==> src/rtl/blitter_if.sv <==
// Bus bundle for the blitter: CPU store snoop, hold/ack handshake and shared memory port.
interface blitter_if;
    localparam int unsigned AW = 12;
    localparam int unsigned DW = 16;

    logic [AW-1:0] cpu_addr;
    logic [DW-1:0] cpu_data;
    logic          cpu_memwt;
    logic          hold;
    logic          hold_ack;
    logic          mem_sel;
    logic [AW-1:0] mem_addr;
    logic [DW-1:0] mem_wdata;
    logic          mem_we;
    logic [DW-1:0] mem_rdata;
    logic          busy;
    logic          done;

    modport master (
        input  cpu_addr, cpu_data, cpu_memwt, hold_ack, mem_rdata,
        output hold, mem_sel, mem_addr, mem_wdata, mem_we, busy, done
    );

    modport slave (
        output cpu_addr, cpu_data, cpu_memwt, hold_ack, mem_rdata,
        input  hold, mem_sel, mem_addr, mem_wdata, mem_we, busy, done
    );
endinterface

==> src/rtl/blitter.sv <==
// Memory-to-memory copy/fill engine; programmed by snooping CPU stores into a 5-word window.
module blitter #(
    parameter logic [11:0] REG_BASE = 12'hFF8
) (
    input  logic      clk,
    input  logic      rst,
    blitter_if.master bus
);
    localparam int unsigned AW = 12;
    localparam int unsigned DW = 16;

    typedef enum logic [2:0] {IDLE, REQ, READ, WRITE, REL} state_t;

    state_t        state, state_n;
    logic [AW-1:0] src_q, dst_q, len_q;
    logic [DW-1:0] fill_q;
    logic [AW-1:0] src_ptr, src_ptr_n, dst_ptr, dst_ptr_n, count, count_n;
    logic [DW-1:0] data_q, data_n;
    logic          mode_q, mode_n;
    logic          hold_q, hold_n, sel_q, sel_n, we_q, we_n;
    logic          busy_q, busy_n, done_q, done_n;
    logic [AW-1:0] addr_q, addr_n;
    logic [DW-1:0] wdata_q, wdata_n;
    logic [AW-1:0] reg_off;
    logic          reg_wr, start;

    // Register window decode; ignored unless the engine is idle
    always_comb begin
        reg_off = AW'(bus.cpu_addr - REG_BASE);
        reg_wr  = bus.cpu_memwt && (reg_off < AW'(5)) && (state == IDLE);
        start   = reg_wr && (reg_off == AW'(4)) && bus.cpu_data[0];
    end

    always_ff @(posedge clk or posedge rst) begin
        if (rst) begin
            src_q  <= '0;
            dst_q  <= '0;
            len_q  <= '0;
            fill_q <= '0;
        end else if (reg_wr) begin
            case (reg_off[2:0])
                3'd0:    src_q  <= bus.cpu_data[AW-1:0];
                3'd1:    dst_q  <= bus.cpu_data[AW-1:0];
                3'd2:    len_q  <= bus.cpu_data[AW-1:0];
                3'd3:    fill_q <= bus.cpu_data;
                default: ;
            endcase
        end
    end

    always_ff @(posedge clk or posedge rst) begin
        if (rst) begin
            state   <= IDLE;
            src_ptr <= '0;
            dst_ptr <= '0;
            count   <= '0;
            data_q  <= '0;
            mode_q  <= 1'b0;
            hold_q  <= 1'b0;
            sel_q   <= 1'b0;
            we_q    <= 1'b0;
            busy_q  <= 1'b0;
            done_q  <= 1'b0;
            addr_q  <= '0;
            wdata_q <= '0;
        end else begin
            state   <= state_n;
            src_ptr <= src_ptr_n;
            dst_ptr <= dst_ptr_n;
            count   <= count_n;
            data_q  <= data_n;
            mode_q  <= mode_n;
            hold_q  <= hold_n;
            sel_q   <= sel_n;
            we_q    <= we_n;
            busy_q  <= busy_n;
            done_q  <= done_n;
            addr_q  <= addr_n;
            wdata_q <= wdata_n;
        end
    end

    // Next state plus bus outputs computed from the next state, so they register in step with it
    always_comb begin
        state_n   = state;
        src_ptr_n = src_ptr;
        dst_ptr_n = dst_ptr;
        count_n   = count;
        data_n    = data_q;
        mode_n    = mode_q;
        done_n    = 1'b0;

        case (state)
            IDLE: begin
                if (start) begin
                    src_ptr_n = src_q;
                    dst_ptr_n = dst_q;
                    count_n   = len_q;
                    mode_n    = bus.cpu_data[1];
                    if (len_q != '0) state_n = REQ;
                    else             done_n  = 1'b1;
                end
            end
            REQ: begin
                if (bus.hold_ack) state_n = mode_q ? WRITE : READ;
            end
            READ: begin
                data_n    = bus.mem_rdata;
                src_ptr_n = AW'(src_ptr + AW'(1));
                state_n   = WRITE;
            end
            WRITE: begin
                dst_ptr_n = AW'(dst_ptr + AW'(1));
                count_n   = AW'(count - AW'(1));
                if (count == AW'(1)) state_n = REL;
                else                 state_n = mode_q ? WRITE : READ;
            end
            REL: begin
                state_n = IDLE;
            end
            default: state_n = IDLE;
        endcase

        hold_n  = (state_n == REQ) || (state_n == READ) || (state_n == WRITE);
        sel_n   = (state_n == READ) || (state_n == WRITE);
        we_n    = (state_n == WRITE);
        busy_n  = (state_n != IDLE);
        done_n  = done_n || (state_n == REL);
        addr_n  = (state_n == READ) ? src_ptr_n : dst_ptr_n;
        wdata_n = mode_n ? fill_q : data_n;
    end

    assign bus.hold      = hold_q;
    assign bus.mem_sel   = sel_q;
    assign bus.mem_we    = we_q;
    assign bus.busy      = busy_q;
    assign bus.done      = done_q;
    assign bus.mem_addr  = addr_q;
    assign bus.mem_wdata = wdata_q;
endmodule

==> src/flat_wrapper.sv <==
// flat-port wrapper written by rule: the top's interface ports become plain ports
module blitter_flat 
#(
    parameter logic [11:0] REG_BASE = 12'hFF8
)
  (clk, rst, bus_cpu_addr, bus_cpu_data, bus_cpu_memwt, bus_hold_ack, bus_mem_rdata, bus_hold, bus_mem_sel, bus_mem_addr, bus_mem_wdata, bus_mem_we, bus_busy, bus_done);
  blitter_if bus_i ();
  input  logic clk;
  input  logic rst;
  input wire logic [$bits(bus_i.cpu_addr)-1:0] bus_cpu_addr;
  input wire logic [$bits(bus_i.cpu_data)-1:0] bus_cpu_data;
  input wire logic [$bits(bus_i.cpu_memwt)-1:0] bus_cpu_memwt;
  input wire logic [$bits(bus_i.hold_ack)-1:0] bus_hold_ack;
  input wire logic [$bits(bus_i.mem_rdata)-1:0] bus_mem_rdata;
  output wire logic [$bits(bus_i.hold)-1:0] bus_hold;
  output wire logic [$bits(bus_i.mem_sel)-1:0] bus_mem_sel;
  output wire logic [$bits(bus_i.mem_addr)-1:0] bus_mem_addr;
  output wire logic [$bits(bus_i.mem_wdata)-1:0] bus_mem_wdata;
  output wire logic [$bits(bus_i.mem_we)-1:0] bus_mem_we;
  output wire logic [$bits(bus_i.busy)-1:0] bus_busy;
  output wire logic [$bits(bus_i.done)-1:0] bus_done;
  assign bus_i.cpu_addr = bus_cpu_addr;
  assign bus_i.cpu_data = bus_cpu_data;
  assign bus_i.cpu_memwt = bus_cpu_memwt;
  assign bus_i.hold_ack = bus_hold_ack;
  assign bus_i.mem_rdata = bus_mem_rdata;
  assign bus_hold = bus_i.hold;
  assign bus_mem_sel = bus_i.mem_sel;
  assign bus_mem_addr = bus_i.mem_addr;
  assign bus_mem_wdata = bus_i.mem_wdata;
  assign bus_mem_we = bus_i.mem_we;
  assign bus_busy = bus_i.busy;
  assign bus_done = bus_i.done;
  blitter #(.REG_BASE(REG_BASE)) u_core (.clk(clk), .rst(rst), .bus(bus_i));
endmodule
==> config.mk <==
export PLATFORM = sky130hd
export DESIGN_NAME = blitter_flat
export DESIGN_NICKNAME = d
export VERILOG_FILES = /design/src/rtl/blitter_if.sv /design/src/rtl/blitter.sv /design/src/flat_wrapper.sv
export SDC_FILE = /design/constraint.sdc
export NUM_CORES = 1
export LEC_CHECK = 0
export CORE_UTILIZATION = 30
export DETAILED_ROUTE_END_ITERATION = 8
export PLACE_DENSITY_LB_ADDON = 0.25
export SETUP_SLACK_MARGIN = 0.1
export SLEW_MARGIN = 5
export SYNTH_ARGS = -nofsm -noshare
export SYNTH_HDL_FRONTEND = slang
export SYNTH_SLANG_ARGS = --single-unit
==> constraint.sdc <==
create_clock -name clk -period 11.5 [get_ports clk]
set_input_delay 2.3 -clock clk [delete_from_list [all_inputs] [get_ports clk]]
set_output_delay 2.3 -clock clk [all_outputs]
set_load 0.05 [all_outputs]
==> impl_summary.md <==
Run status
The run finished with clean final reports.

Timing
Between clock sinks in the finished design, the worst skew comes to 0.00655 ns. Timing would allow up to 0.196 GHz. Setup repair after global routing left no endpoint under its margin. The final-report max-slew violation count came to 0.

Setup violations remaining at the end of the flow were counted as 0. Final hold analysis gives a worst-case slack of 0.498 ns. The worst slew margin relative to its limit is 0.297. The final worst-path cycle share is 0.443. The clock period could shrink to 5.10 ns. The final hold violation count is 0. The slew at the pin with the worst max-slew slack is 1.05 ns. For the final routed database, the setup TNS stands at 0 ns.

Synthesis
The synthesized net count is 628. The share of synthesized area occupied by flip-flops and latches is 0.532. In this run, distinct cell masters in the synthesized netlist total 57. Among all flip-flop cells after synthesis, the most frequent one is dfrtp_1. The number of synthesized register bits is around 140. The synthesized design contains 0 enable-type register cells. The count of warnings emitted by yosys is 0. In the synthesized netlist the async set-or-reset flop fraction comes to 1.00.

The synthesized netlist occupies a cell area of 6640 sq um. A synthesized cell averages between 10 and 15 sq um. The cell count after synthesis is roughly 580.

Placed design
The number of placed instances, taps included, is 909. The final HPWL from detailed placement is 12100 um. At the end of routability-driven placement, the weighted congestion stood at 0.847.

The count of input and output buffers is 80.

Drt
The detailed router used layers up to and including met4. The average detailed-routed wire length per instance is between 15 and 20 um. The total detailed-routing wirelength is 17100 um. In the detailed route, the total length drawn on met3 is 693 um. The number of DRC violations after detailed-routing iteration 0 is 480. The iteration count of the initial detailed-routing pass is 5. The routed metal-1 wire length is 7890 um. The vias per cell is 5.18.

The number of nets still failing antenna checks after routing is 0. The met2 layer wire length in the routed design is 8320 um. The final routed DRC violation total is 0. The routed layout has 4877 vias.

Finish
0 antenna diodes ended up in the layout. The final layout contains 701 nets. The relative area change from synthesis to final layout is 24.6%. The layout cell share with drive strength beyond 1 is 0.213.

The count of cells in the finished layout, fillers not included, comes to 941. The top cell types in the final layout, fill and taps aside, are dfrtp_1 (141), mux2_2 (81), clkdlybuf4s50_1 (80), nand2_1 (45), nor2_1 (36). The library cell used most frequently in the layout, excluding fill and tap cells, is dfrtp_1. The count of filler cells inserted in the layout is 2134.

Die
After floorplanning, the core was divided into 54 placement rows. The floorplan step defined a die boundary enclosing 22700 sq um. The standard cell core area is ~22000 sq um. The floorplan step set the die height to 151 um. The boundary pin count is 81. The starting density of the core is 0.305. The floorplan step set the die width to 151 um.

Clocking
Clock-pin slew was measured on the worst setup and hold paths at 0.06 ns. The clock latency on the worst-skew pair is 0.42 ns. The clock sink total is ~140. The number of hold buffers added after cts is 0. The CTS tree is done. The buffer levels on the longest clock path is 2. The post-cts sizing count is 0. The number of post-CTS setup repair buffers is 0. The number of buffers inserted during clock tree synthesis is 17. The H-tree generated during clock tree synthesis spans 4 levels.

The clock root buffer is clkbuf_16.

Global routing
The number of antenna violations at the first check in global routing is 0. The overall overflow remaining after global route is 0. The first-pass GRT wire length is 27200 um. The number of global-route vias before repair is 4920. Entering global routing, the biggest net connects 83 pins. The global routing usage summed across all routing layers is 0.159.

Critical path
The data arrival time of the worst path is between 5 and 6 ns. The slack of the worst reg-to-reg path is 8.22 ns. The critical path in this run is classified as in2reg.

In this run the worst path has a maximum fanout of 17. The signal on the critical path passes through clkdlybuf4s50_1 -> ha_1 -> or2_2 -> o21ai_0 -> a22o_1 -> nand3_4 -> mux2i_4 -> mux2_2. The logic depth of the worst register-to-register path is 5. The endpoint kind of the worst setup timing path is a register. In this run the critical register-to-register path is launched from u_core.state[1]$_DFF_PP0_. The longest individual stage delay on the worst path is 0.76 ns.

STA classifies the critical path startpoint as an input port. The slowest cell on the critical path is mux2i_4. The data required time at the worst endpoint is 11.80 ns. In this run the critical register-to-register path is captured at u_core.bus.mem_wdata[3]$_DFF_PP0_.

Min path
The beginning of the worst hold path is u_core.dst_q[8]$_DFFE_PP0P_. The number of cells on the worst hold path is 2. The path class of the lowest-slack min-delay path is reg2reg. The endpoint of the worst hold path is u_core.dst_ptr[8]$_DFF_PP0_.

Power
The leakage power summed over all cells is between 3 and 4 nW. The worst-case IR drop observed on VDD is 94.4 uV. In this run the power density over the cells is 162 nW/um^2.

Job
The number of violations of the max-capacitance limit is 0.
==> critical path, delay by kind of cell <==
family	cells	cell delay, ns
buffers and inverters	1	0.47
AO/OA/AOI/OAI	2	0.58
AND/OR/NAND/NOR	2	0.59
multiplexers	2	1.17
adder cells (fa/ha/maj)	1	0.27
==> synthesized netlist by cell type (4+ instances only) <==
| cell type | count | area share |
|---|---|---|
| and3_1 | 11 | 0.010 |
| mux2_4 | 9 | 0.020 |
| buf_2 | 6 | 0.0045 |
| nor4_1 | 9 | 0.0085 |
| mux2i_1 | 6 | 0.0091 |
| o211ai_1 | 5 | 0.0057 |
| a2bb2oi_1 | 5 | 0.0066 |
| nand3_1 | 21 | 0.016 |
| mux2_2 | 81 | 0.14 |
| nand2_1 | 45 | 0.025 |
| or2_2 | 5 | 0.0047 |
| a31oi_1 | 14 | 0.013 |
| a221o_1 | 6 | 0.0091 |
| a22o_1 | 4 | 0.0053 |
| nand2b_1 | 7 | 0.0066 |
| nand3b_1 | 7 | 0.0079 |
| a211oi_1 | 6 | 0.0068 |
| nand4_1 | 9 | 0.0085 |
| nor2_1 | 36 | 0.020 |
| dfrtp_1 | 141 | 0.53 |
| and2_1 | 4 | 0.0038 |
| o21ai_0 | 27 | 0.020 |
| clkbuf_1 | 18 | 0.010 |
| inv_1 | 11 | 0.0062 |
| a21oi_1 | 20 | 0.015 |
| ha_1 | 5 | 0.0094 |
| nor3_1 | 7 | 0.0053 |
==> how the worst max path moves through the flow <==
stage	from	to	slack [ns]
global placement	bus_cpu_addr[3]	u_core.bus.mem_wdata[4]$_DFF_PP0_	6.09
detailed placement	bus_cpu_addr[3]	u_core.bus.mem_wdata[2]$_DFF_PP0_	5.93
CTS	bus_cpu_addr[3]	u_core.bus.mem_wdata[4]$_DFF_PP0_	6.39
global route	bus_cpu_addr[3]	u_core.bus.mem_wdata[4]$_DFF_PP0_	6.25
floorplan	rst	u_core.bus.busy$_DFF_PP0_	5.42
finish	bus_cpu_addr[3]	u_core.bus.mem_wdata[3]$_DFF_PP0_	6.40
==> registers in the layout, indices dropped and copies added, names as in the netlist, 3 cells and up <==
name                  cells
u_core.len_q             12
u_core.fill_q            16
u_core.state              3
u_core.bus.mem_wdata     16
u_core.data_q            16
u_core.src_ptr           12
u_core.count             12
u_core.dst_q             12
u_core.dst_ptr           12
u_core.src_q             12
u_core.bus.mem_addr      12
==> cell families after synthesis <==
family / synth area share
multiplexers: 0.170
buffers and inverters: 0.0324
AND/OR/NAND/NOR: 0.142
XOR/XNOR: 0.00396
flip-flops: 0.532
AO/OA/AOI/OAI: 0.110
adder cells (fa/ha/maj): 0.00943
==> area by class of cell <==
cell class	count	area, sq um	share of cell area
well taps	280	350	0.0424
clock buffers	17	425	0.0514
multi-input cells	392	2890	0.350
flip-flops and latches	141	3530	0.427
repair buffers	85	838	0.101
clock inverters	15	190	0.0230
inverters	11	46.3	0.00560
==> per-stage QoR <==
stage	power [mW]	area, sq um	setup slack [ns]	utilization
after floorplan	0.694	6640	5.42	-
after global placement	0.766	7650	6.09	0.352
after detailed placement	0.770	7650	5.93	0.352
after CTS	1.34	8270	6.39	0.380
after global routing	1.39	8270	6.25	0.380
final	1.34	8270	6.40	0.380
==> report_power, final <==
part	switching, mW	internal (mW)	total, mW
Clock	0.240	0.333	0.573
Sequential	0.0387	0.534	0.572
Combinational	0.111	0.0795	0.191
Total	0.390	0.946	1.34
==> per-layer routing <==
| metal | vias up | global-route usage |
|---|---|---|
| met5 | - | 0 |
| met4 | 0 | 0.0490 |
| met3 | 12 | 0.0333 |
| met2 | 150 | 0.257 |
| met1 | 2462 | 0.214 |
| li1 | 2253 | - |
No activity file was read; power rests on OpenSTA's default activity.
